==> config.mk <==
export PLATFORM = sky130hd
export DESIGN_NAME = puf_disp_scan
export DESIGN_NICKNAME = d
export VERILOG_FILES = /design/src/rtl/puf_disp_pkg.sv /design/src/rtl/puf_disp_scan_tick.sv /design/src/rtl/puf_disp_scan.sv
export SDC_FILE = /design/constraint.sdc
export NUM_CORES = 1
export LEC_CHECK = 0
export CAP_MARGIN = 20
export CELL_PAD_IN_SITES_DETAIL_PLACEMENT = 1
export CELL_PAD_IN_SITES_GLOBAL_PLACEMENT = 2
export CORE_ASPECT_RATIO = 1.2
export CORE_UTILIZATION = 31
export CTS_CLUSTER_SIZE = 20
export DETAILED_ROUTE_END_ITERATION = 12
export PLACE_DENSITY = 0.83
export SYNTH_ARGS = -nofsm -noshare
export SYNTH_HDL_FRONTEND = slang
export SYNTH_SLANG_ARGS = --single-unit
==> constraint.sdc <==
create_clock -name clk -period 2.05 [get_ports clk]
set_clock_uncertainty 0.05 [all_clocks]
set_input_delay 0.205 -clock clk [delete_from_list [all_inputs] [get_ports clk]]
set_output_delay 0.205 -clock clk [all_outputs]
set_load 0.02 [all_outputs]
==> src/rtl/puf_disp_pkg.sv <==
// puf_disp_pkg: shared states and digit codes for the PUF display scan controller.
package puf_disp_pkg;
  typedef enum logic [1:0] {ST_IDLE, ST_SCAN, ST_BLANK} state_t;
  localparam int DIGIT_W = 3;
  localparam logic [DIGIT_W-1:0] DIGIT_ZERO = 3'b000;
  localparam logic [DIGIT_W-1:0] DIGIT_ONE = 3'b001;
  function automatic logic [DIGIT_W-1:0] digit_code(input logic b);
    return b ? DIGIT_ONE : DIGIT_ZERO;
  endfunction
endpackage

==> src/rtl/puf_disp_scan_tick.sv <==
// disp_tick_gen: loadable down-counter giving slot-end and blank-end ticks.
module disp_tick_gen #(
  parameter int SLOT_LEN = 50000,
  parameter int BLANK_LEN = 500
) (
  input  logic clk,
  input  logic rst_n,
  input  logic i_load_slot,
  input  logic i_load_blank,
  output logic o_slot_end,
  output logic o_blank_end
);
  localparam int MAXV = SLOT_LEN > BLANK_LEN ? SLOT_LEN : BLANK_LEN;
  localparam int CW = $clog2(MAXV) + 1;
  logic [CW-1:0] r_cnt;
  logic r_blank;
  always_ff @(posedge clk) begin
    if (!rst_n) begin
      r_cnt <= '0;
      r_blank <= 1'b0;
    end else if (i_load_slot) begin
      r_cnt <= CW'(SLOT_LEN - 1);
      r_blank <= 1'b0;
    end else if (i_load_blank) begin
      r_cnt <= CW'(BLANK_LEN - 1);
      r_blank <= 1'b1;
    end else if (r_cnt != '0) begin
      r_cnt <= r_cnt - 1'b1;
    end
  end
  assign o_slot_end = (r_cnt == '0) && !r_blank;
  assign o_blank_end = (r_cnt == '0) && r_blank;
endmodule

==> src/rtl/puf_disp_scan.sv <==
// puf_disp_scan: double-buffered PUF response display scanner feeding hex_7seg.
// Define PUF_DISP_BLANK_EN to insert an all-off gap between digit slots.
module puf_disp_scan
  import puf_disp_pkg::*;
#(
  parameter int NUM_DIGITS = 8,
  parameter int REFRESH_DIV = 50000,
  parameter int BLANK_CYCLES = 500
) (
  input  logic                  clk,
  input  logic                  rst_n,
  input  logic [NUM_DIGITS-1:0] resp_data,
  input  logic                  resp_valid,
  output logic                  resp_ready,
  output logic [DIGIT_W-1:0]    hex_digit,
  output logic [NUM_DIGITS-1:0] an,
  output logic                  frame_done
);
  localparam int IW = NUM_DIGITS > 1 ? $clog2(NUM_DIGITS) : 1;
  state_t r_state, w_state_nx;
  logic [IW-1:0] r_idx, w_idx_nx, w_idx_inc;
  logic [NUM_DIGITS-1:0] r_pend_reg, r_disp_reg, w_disp_nx;
  logic r_pend_full, r_ready, r_frame_done;
  logic [NUM_DIGITS-1:0] r_an;
  logic [DIGIT_W-1:0] r_hex;
  logic w_cap, w_swap, w_wrap, w_last, w_load_slot, w_load_blank, w_slot_end, w_blank_end;

  disp_tick_gen #(.SLOT_LEN(REFRESH_DIV), .BLANK_LEN(BLANK_CYCLES)) u_tick (
    .clk(clk),
    .rst_n(rst_n),
    .i_load_slot(w_load_slot),
    .i_load_blank(w_load_blank),
    .o_slot_end(w_slot_end),
    .o_blank_end(w_blank_end)
  );

  assign w_cap = resp_valid && r_ready;
  assign w_last = r_idx == IW'(NUM_DIGITS - 1);
  assign w_idx_inc = w_last ? '0 : r_idx + 1'b1;

  always_comb begin
    w_state_nx = r_state;
    w_idx_nx = r_idx;
    w_load_slot = 1'b0;
    w_load_blank = 1'b0;
    w_wrap = 1'b0;
    case (r_state)
      ST_IDLE: if (r_pend_full) begin
        w_state_nx = ST_SCAN;
        w_idx_nx = '0;
        w_load_slot = 1'b1;
      end
      ST_SCAN: if (w_slot_end) begin
`ifdef PUF_DISP_BLANK_EN
        w_state_nx = ST_BLANK;
        w_load_blank = 1'b1;
`else
        w_wrap = w_last;
        w_idx_nx = w_idx_inc;
        w_load_slot = 1'b1;
`endif
      end
      ST_BLANK: if (w_blank_end) begin
        w_state_nx = ST_SCAN;
        w_wrap = w_last;
        w_idx_nx = w_idx_inc;
        w_load_slot = 1'b1;
      end
      default: w_state_nx = ST_IDLE;
    endcase
    w_swap = r_pend_full && (r_state == ST_IDLE || w_wrap);
    w_disp_nx = w_swap ? r_pend_reg : r_disp_reg;
  end

  // Outputs are registered from next-state values so they line up with the new slot.
  always_ff @(posedge clk) begin
    if (!rst_n) begin
      r_state <= ST_IDLE;
      r_idx <= '0;
      r_pend_reg <= '0;
      r_pend_full <= 1'b0;
      r_disp_reg <= '0;
      r_ready <= 1'b1;
      r_an <= '1;
      r_hex <= DIGIT_ZERO;
      r_frame_done <= 1'b0;
    end else begin
      r_state <= w_state_nx;
      r_idx <= w_idx_nx;
      r_disp_reg <= w_disp_nx;
      if (w_cap) r_pend_reg <= resp_data;
      r_pend_full <= w_cap || (r_pend_full && !w_swap);
      r_ready <= !w_cap && !r_pend_full;
      r_an <= (w_state_nx == ST_SCAN) ? ~(NUM_DIGITS'(1) << w_idx_nx) : '1;
      r_hex <= (w_state_nx == ST_SCAN) ? digit_code(w_disp_nx[w_idx_nx]) : DIGIT_ZERO;
      r_frame_done <= w_wrap;
    end
  end

  assign resp_ready = r_ready;
  assign an = r_an;
  assign hex_digit = r_hex;
  assign frame_done = r_frame_done;
endmodule

==> results.md, run 1 <==
- Most prevalent standard cell on the critical path: nand4_1
- Proportion of total power due to net switching: 0.369
- Launch instance of the worst register-to-register path: u_tick.r_cnt[14]
- Floorplan die width: approximately 78 microns
- Flip-flop count of the largest register, all copies and words added: 17
- Count of hold-fix buffers inserted at cts: 0
- Violations in the final reports: negative setup slack
- Switching power: between 1 and 1.5 mW
- Final period util: 1.08
- Number of optimization iterations in the first detailed-route pass: 4
- RR Endpoint: hex_digit[0]
- Worst hold path class: primary input to flip-flop
- Required time of the critical path: between 2 and 2.5 ns
- Number of enable-type register cells in the synthesized netlist: 0
- Worst setup margin: -0.159 ns
- Fraction of synthesized cell area taken by the top area cell type: 0.461
- Overall die area: approximately 0.0073 sq mm
- Pleak: ~1.2 nW
- Largest net degree at the start of global routing: 28
- DRC marker count from the first detailed-route iteration: 88
- Nets: 310
- Layout Utilization: 0.433
- Worst reg2reg path depth: 7
- Most flops, register: u_tick.r_cnt
- Row count: 33
- Number of warnings reported in the yosys synthesis log: 0
- Number of filler cells placed in the layout: ~800
- Top area cells in the synthesized netlist: dfxtp_1 (46%), nand2_1 (6.1%), a21oi_1 (4.4%)
- Post-DR vias/cell: 4.88
- # H-tree levels: 2
- Number of input and output port buffers inserted: 21
- Clock period minus final worst setup slack: 2.21 ns
- Combinational cell fraction of total power: 0.483
- Sequential group share of total power: 0.354
- Power density over the cells: between 1000 and 1500 mW/mm^2
- Run status: finished, violations left
- Total gr overflow: 0
- I/O pin count: 24
- Share of synthesized area occupied by flip-flops and latches: 0.461
- Ant. Diodes: 0
- Overall die height: between 90 and 100 microns
- Number of buffers created by CTS: 5
- Async SR Flop Fraction: 0
- Largest stage delay on the critical path: around 0.35 ns
- Count of unique library cells instantiated by Yosys: 51
- Clock Latency Late Sink: 0.31 ns
- HPWL reported at the end of detailed placement: around 3700 microns
- Clock power frac: 0.164
- Maximum buffer depth of the clock tree: 2
- Proportion of layout cells with a drive suffix above 1: 0.274
- Core footprint: 0.00681 sq mm
- Final setup viols: 9
- Maximum fanout encountered on the critical timing path: 5
- Netlist Area Pre-Place: 0.00217 sq mm
- Crit-path cells: nor4_4 > nand4_1 > a221oi_2 > nand2_2 > mux2_4 > o211ai_1 > nand4_1
- Routed length per placed instance: between 10 and 15 microns
- Critical path start-end classification: flip-flop to flip-flop
- Capturing element type of the critical path: flip-flop
- Post-Route Hold Slack: 0.397 ns
- Achievable clock frequency: approximately 0.45 GHz
- Setup crit start kind: flip-flop
- GRT Overall Usage: 0.150
- GPL Wtd Cong: 0.807
- Clock transition at the registers of the reported paths: about 0.090 ns
- R2R Setup Slk: -0.16 ns
- RSZ-0062 raised after global routing: yes
- Worst Hold Depth: 3
- Flip-flop and latch count after synthesis: 50
- Initial core utilization: 0.318
- Arrival @ worst endpoint: around 2.4 ns
- Overall routed net length: ~5300 microns
- Number of antenna violations at the first check in global routing: 0
- Internal power: 2.38 mW
- Startpoint of the lowest-slack hold path: resp_data[5]
- Post-route antenna net violation count: 0
- IR Drop Worst-Case VDD: approximately 600 uV
- Final Slew Violations: 0
- Count of endpoints failing hold in the final timing report: 0
- Root Buffer Master: clkbuf_8
- Vias: 1870
- Max Cap Viol: 0
- Growth of design area from synthesis to finish: 36.0%
- Number of instances in the synthesized netlist: between 200 and 250
- DRC viols: 0
- TritonCTS clock tree: built
- Via count of the first global-routing pass: between 1500 and 2000
- Global-route wire length before repair: a little under 9000 microns
- Cell with the largest stage delay on the worst path: nor4_4
- End point of the worst hold path: r_pend_reg[5]
- Average cell area after synthesis: about 9.3 sq um
- Number of clock sinks seen by CTS: 50
- Synth area leader: dfxtp_1
- Top FF cell, synth: dfxtp_1
area by class of cell:
class                   instances  area (sq um)  area share
clock buffers                   6          82.6      0.0280
well taps                      87           109      0.0369
inverters                       6          22.5     0.00763
multi-input cells             172          1190       0.405
flip-flops and latches         50          1010       0.342
repair buffers                 60           518       0.175
clock inverters                 2          16.3     0.00551
Yosys cell counts (2+ instances only):
cell,count
xnor2_1,9
nor3_1,6
nor2_1,23
dfxtp_1,50
xor2_1,4
nor3_2,2
nand2b_1,2
o21ai_0,3
nand2_1,35
inv_1,5
clkbuf_1,3
nand3_1,2
o21bai_1,2
ha_1,4
nand4_1,4
or2b_1,3
and3_1,2
a21oi_1,19
and2_1,4
a31oi_1,2
mux2_2,4
o211ai_1,5
a31oi_2,2
buf_4,2
nor4_1,2
and4_1,2
mux2i_1,8
critical path: cells and delay by family, from the launching register on:
family,cells,cell delay [ns]
muxes,1,0.33
DFF,1,0.34
AOI/OAI and AO/OA,2,0.55
and+or+nand+nor,4,0.82
per-stage QoR:
step           setup slack (ns)  instance area [sq um]  std cells  TNS, ns  total power, mW
3_5_place_dp             -0.195                   2700        368    -1.33             2.93
4_1_cts                 -0.0917                   2830        377   -0.294             3.65
6_report                 -0.159                   2950        383   -0.615             3.77
5_1_grt                  -0.312                   2950        383    -1.88             4.03
2_1_floorplan            0.0407                   2170        234        0             2.28
3_3_place_gp            -0.0786                   2700        368   -0.123             2.89
timing repair:
action / 4_1_cts / 5_1_grt
pin swaps: 5 / 13
endpoints found under the setup margin: 25 / 26
buffers inserted: 1 / 6
gates resized for setup: 7 / 21
routing by layer:
metal,global-route usage,vias up,routed length (microns)
met2,0.257,31,2660
met1,0.183,900,2390
li1,-,929,-
met5,0,-,0
met4,0.0586,0,113
met3,0.0322,10,155
power groups by stage:
stage / Clock (mW) / Combinational [mW] / Sequential, mW
final: 0.617 / 1.82 / 1.33
after global routing: 0.667 / 2.00 / 1.36
after CTS: 0.637 / 1.68 / 1.33
after detailed placement: 0 / 1.61 / 1.32
after global placement: 0 / 1.58 / 1.32
after floorplan: 0 / 0.960 / 1.32
cell families after synthesis:
family / synth area share
simple gates: 0.258
flops: 0.461
compound gates: 0.118
xor+xnor: 0.0525
mux: 0.0577
buf+inv: 0.0277
fa+ha+maj: 0.0231
other cells: 0.00173
cell usage in the layout, fill, tap and decap left out, drive strengths merged, types with 5 or more instances in the layout:
master         count
inv                6
nor2              24
nor3               8
mux2i              8
a21oi             19
nand2             36
clkdlybuf4s50     21
xnor2              9
buf               39
clkbuf             6
dfxtp             50
o211ai             5
worst max-delay path by stage:
stage	start	end	slack, ns	cells after the start
6_report	u_tick.r_cnt[14]	hex_digit[0]	-0.16	7
5_1_grt	u_tick.r_cnt[14]	hex_digit[0]	-0.31	7
4_1_cts	u_tick.r_cnt[12]	hex_digit[0]	-0.09	7
3_5_place_dp	u_tick.r_cnt[1]	hex_digit[0]	-0.19	9
3_3_place_gp	u_tick.r_cnt[1]	hex_digit[0]	-0.08	9
2_1_floorplan	u_tick.r_cnt[0]	hex_digit[0]	0.04	9
(Power assumes the default switching activity.)
==> inputs of run 2 (changes only) <==
- CORE_UTILIZATION: 31 -> 37
- PLACE_DENSITY: 0.83 -> 0.92
- clock period: 2.05 -> 2.55 ns (I/O delays scaled with it)
==> results.md, run 2 (synthesis gave the netlist of run 1 again) <==
- Total gr overflow: 0
- Maximum buffer depth of the clock tree: 2
- # H-tree levels: 2
- Final period util: 0.919
- Vias: roughly 1700
- Flip-flop count of the largest register, all copies and words added: 17
- Row count: 30
- Gates resized, CTS repair: 0
- Floorplan die width: 71.9 microns
- DRC viols: 0
- Number of buffers created by CTS: 5
- Largest net degree at the start of global routing: 28
- Power density over the cells: approximately 980 mW/mm^2
- Post-placement cell area: 0.00249 sq mm
- Final Slew Violations: 0
- Top library cells by usage in the layout, fill and taps aside: dfxtp_1 (50), nand2_1 (35), nor2_1 (23)
- Count of hold-fix buffers inserted at cts: 0
- Initial core utilization: 0.383
- Number of input and output port buffers inserted: 21
- # Post-CTS Setup Buffers: 0
- Sum of routed wire segments on met1: 2300 microns
- Count of endpoints failing hold in the final timing report: 0
- Run status: complete, no violations
- Max Cap Viol: 0
- Proportion of layout cells with a drive suffix above 1: 0.125
- Launch instance of the worst register-to-register path: u_tick.r_cnt[8]
- Number of clock sinks seen by CTS: 50
- Clock period minus final worst setup slack: approximately 2.3 ns
- IR Drop Worst-Case VDD: 626 uV
- Setup crit start kind: flip-flop
- Arrival @ worst endpoint: around 2.5 ns
- Final setup viols: 0
- Post-route antenna net violation count: 0
- Maximum fanout encountered on the critical timing path: 8
- GRT Overall Usage: 0.170
- Ant. Diodes: 0
- Worst setup margin: ~0.21 ns
- Achievable clock frequency: approximately 0.43 GHz
- Pleak: 0.954 nW
- HPWL reported at the end of detailed placement: around 3600 microns
- Highest Signal Layer: met4
- R2R Setup Slk: around 0.21 ns
- Core footprint: around 0.0057 sq mm
- Layout Utilization: 0.456
- Global-route wire length before repair: around 8100 microns
- GPL Wtd Cong: 0.765
- RR Endpoint: hex_digit[0]
- Routed length per placed instance: about 14 microns
- Critical Path End: hex_digit[0]
- Clock transition at the registers of the reported paths: ~0.1 ns
- Number of antenna violations at the first check in global routing: 0
- Most flops, register: u_tick.r_cnt
- Instance count after placement with tap cells included: ~340
- Via count of the first global-routing pass: approximately 1800
- Number of filler cells placed in the layout: roughly 660
- Critical path start-end classification: flip-flop to flip-flop
- Growth of design area from synthesis to finish: 19.2%
- RSZ-0062 raised after global routing: no
- Overall die height: 85.9 microns
- Clock Latency Late Sink: 0.31 ns
- Number of optimization iterations in the first detailed-route pass: 4
- Critical path origin: u_tick.r_cnt[8]
- DP Worst Slack: approximately 0.25 ns
- Post-route standard cell area excluding fillers: ~0.0026 sq mm
- Worst hold path class: flip-flop to flip-flop
- TritonCTS clock tree: built
- Detailed-routed wire length on met2: 2370 microns
- Worst reg2reg path depth: 7
- Overall die area: a little over 0.006 sq mm
- Required time of the critical path: 2.69 ns
- Root Buffer Master: clkbuf_8
- I/O pin count: 24
- Capturing element type of the critical path: flip-flop
- Overall routed net length: 4850 microns
- Commonest non-fill, non-tap cell in the layout: dfxtp_1
- Worst Hold Depth: 2
- Post-DR vias/cell: ~5
- DRC marker count from the first detailed-route iteration: 37
- Final-layout setup total negative slack: 0 ns
- Routed met3 length: ~80 microns
- Finished Layout Cells: 343
- Nets: between 200 and 300
run 2: worst min path at each step:
| stage | startpoint | end | slack, ns |
|---|---|---|---|
| 5_1_grt | r_pend_reg[7] | r_pend_reg[7] | 0.43 |
| 3_5_place_dp | r_pend_reg[7] | r_pend_reg[7] | 0.40 |
| 6_report | r_pend_reg[7] | r_pend_reg[7] | 0.41 |
| 2_1_floorplan | rst_n | resp_ready | 0.31 |
| 4_1_cts | r_pend_reg[7] | r_pend_reg[7] | 0.41 |
| 3_3_place_gp | r_pend_reg[3] | r_pend_reg[3] | 0.40 |
run 2: layer usage:
metal / vias to the layer above / track usage
met4: 0 / 0.0749
li1: 864 / -
met1: 817 / 0.204
met3: 9 / 0.0294
met5: - / 0
met2: 19 / 0.296
run 2: layout make-up:
class / instances / area [sq um] / area share
Multi-Input combinational cell: 172 / 1120 / 0.432
Sequential cell: 50 / 1000 / 0.387
Timing Repair Buffer: 27 / 255 / 0.0987
Tap cell: 80 / 100 / 0.0387
Clock buffer: 5 / 68.8 / 0.0266
Inverter: 6 / 22.5 / 0.00871
Clock inverter: 3 / 21.3 / 0.00822
run 2: worst max-delay path, stage by stage, from the launching register on:
cell and delay [ns]:
dfxtp_1 0.38, nor4_2 0.48, nand4_1 0.21, nand4bb_1 0.27, nand2_2 0.20, mux2_2 0.36
o211ai_1 0.17, nand4_1 0.11
run 2: power breakdown:
group	internal, mW	switching, mW
registers	0.918	0.165
logic	0.427	0.547
clock network	0.193	0.274
run 2: stage by stage:
| stage | power (mW) | hold WS [ns] |
|---|---|---|
| after global placement | 2.05 | 0.396 |
| after global routing | 2.70 | 0.434 |
| after detailed placement | 2.08 | 0.401 |
| after floorplan | 1.84 | 0.314 |
| after CTS | 2.55 | 0.414 |
| final | 2.52 | 0.410 |
==> inputs of run 3 (changes only) <==
- CORE_ASPECT_RATIO: 1.2 -> 1.1
- CTS_BUF_LIST: unset -> sky130_fd_sc_hd__clkbuf_8 sky130_fd_sc_hd__clkbuf_16
==> results.md, run 3 (synthesis gave the netlist of run 1 again) <==
- Achievable clock frequency: about 0.43 GHz
- Clock period minus final worst setup slack: 2.33 ns
- TritonCTS clock tree: built
- Critical path start-end classification: flip-flop to flip-flop
- Overall routed net length: between 4000 and 5000 microns
- Most flops, register: u_tick.r_cnt
- # H-tree levels: 2
- Growth of design area from synthesis to finish: 19.1%
- Post-placement cell area: around 0.0025 sq mm
- Number of filler cells placed in the layout: 640
- I/O pin count: 24
- Combinational cell fraction of total power: 0.384
- Ant. Diodes: 0
- Maximum fanout encountered on the critical timing path: 7
- Nets: 276
- Largest net degree at the start of global routing: 28
- Setup crit start kind: flip-flop
- GPL Wtd Cong: slightly below 0.8
- Maximum buffer depth of the clock tree: 2
- DRC viols: 0
- Final Slew Violations: 0
- Required time of the critical path: approximately 2.7 ns
- Initial core utilization: 0.394
- Worst setup margin: 0.215 ns
- Gates resized, CTS repair: 0
- Worst hold path class: flip-flop to flip-flop
- Run status: complete, no violations
- # Post-CTS Setup Buffers: 0
- Count of hold-fix buffers inserted at cts: 0
- Root Buffer Master: clkbuf_8
- Commonest non-fill, non-tap cell in the layout: dfxtp_1
- Final period util: 0.916
- Number of clock sinks seen by CTS: 50
- DRC marker count from the first detailed-route iteration: 93
- Power density over the cells: 1010 mW/mm^2
- Final setup viols: 0
- Proportion of layout cells with a drive suffix above 1: 0.115
- Number of buffers created by CTS: 5
- Post-route antenna net violation count: 0
- Proportion of total power due to net switching: 0.370
- HPWL reported at the end of detailed placement: roughly 3500 microns
- Flip-flop count of the largest register, all copies and words added: 17
- Sequential group share of total power: 0.412
- Number of optimization iterations in the first detailed-route pass: 4
- GRT Overall Usage: 0.168
- Number of antenna violations at the first check in global routing: 0
- Arrival @ worst endpoint: 2.46 ns
- Max Cap Viol: 0
- Row count: 28
- DP Worst Slack: approximately 0.25 ns
- Overall die area: 0.00617 sq mm
- Count of endpoints failing hold in the final timing report: 0
- Overall die height: about 82 microns
- Capturing element type of the critical path: flip-flop
- RSZ-0062 raised after global routing: no
- Vias: 1686
- Top library cells by usage in the layout, fill and taps aside: dfxtp_1 (50), nand2_1 (35), nor2_1 (23)
- Number of input and output port buffers inserted: 21
- Floorplan die width: between 70 and 80 microns
- Via count of the first global-routing pass: 1635
- Final-layout setup total negative slack: 0 ns
- Core footprint: 0.00550 sq mm
- IR Drop Worst-Case VDD: approximately 450 uV
- Post-DR vias/cell: about 5.0
- Total gr overflow: 0
- Switching power: 0.971 mW
- Clock Latency Late Sink: just under 0.3 ns
- Pleak: between 0.9 and 1 nW
- Clock transition at the registers of the reported paths: ~0.090 ns
- Post-route standard cell area excluding fillers: roughly 0.0026 sq mm
- Post-layout power: around 2.6 mW
- Routed length per placed instance: 13.9 microns
- Internal power: about 1.7 mW
- Clock power frac: 0.205
- Global-route wire length before repair: 7810 microns
run 3: layer usage:
layer	track usage	routed length, microns	vias up
met5	0	0	-
met4	0.0453	19	0
met3	0.0364	110	2
met2	0.258	2080	26
met1	0.237	2460	793
li1	-	-	865
run 3: worst paths after layout:
kind / slack [ns] / endpoint / depth (start not counted) / from
setup / recovery: 0.22 / hex_digit[0] / 10 / u_tick.r_cnt[0]
hold / removal: 0.41 / r_pend_reg[7] / 2 / r_pend_reg[7]
setup reg to reg: 0.22 / hex_digit[0] / 10 / u_tick.r_cnt[0]
hold reg to reg: 0.41 / r_pend_reg[7] / 2 / r_pend_reg[7]
run 3: metrics by stage:
step,hold WS [ns],utilization,std cells
after floorplan,0.314,-,234
after global placement,0.396,0.450,329
after detailed placement,0.402,0.450,329
after CTS,0.415,0.470,336
after global routing,0.445,0.470,336
final,0.414,0.470,336
run 3: worst max-delay path, stage by stage (launching register included):
cell      delay, ns
dfxtp_1        0.32
inv_1          0.11
ha_1           0.16
nor2b_1        0.25
and4_1         0.33
a31oi_2        0.15
nor3b_4        0.32
buf_4          0.23
nand2b_1       0.08
o211ai_1       0.12
nand4_1        0.10
run 3: final cells by class:
class | instances | area [sq um] | share of cell area
multi-input cells | 172 | 1110 | 0.430
flip-flops and latches | 50 | 1000 | 0.387
repair buffers | 26 | 248 | 0.0958
well taps | 75 | 93.8 | 0.0363
clock buffers | 5 | 68.8 | 0.0266
clock inverters | 2 | 38.8 | 0.0150
inverters | 6 | 22.5 | 0.00871
run 3: power groups by stage:
stage | Clock [mW] | Combinational, mW | Sequential [mW]
finish | 0.537 | 1.01 | 1.08
global route | 0.593 | 1.10 | 1.10
CTS | 0.559 | 1.01 | 1.08
detailed placement | 0 | 0.996 | 1.10
global placement | 0 | 0.978 | 1.09
floorplan | 0 | 0.772 | 1.06
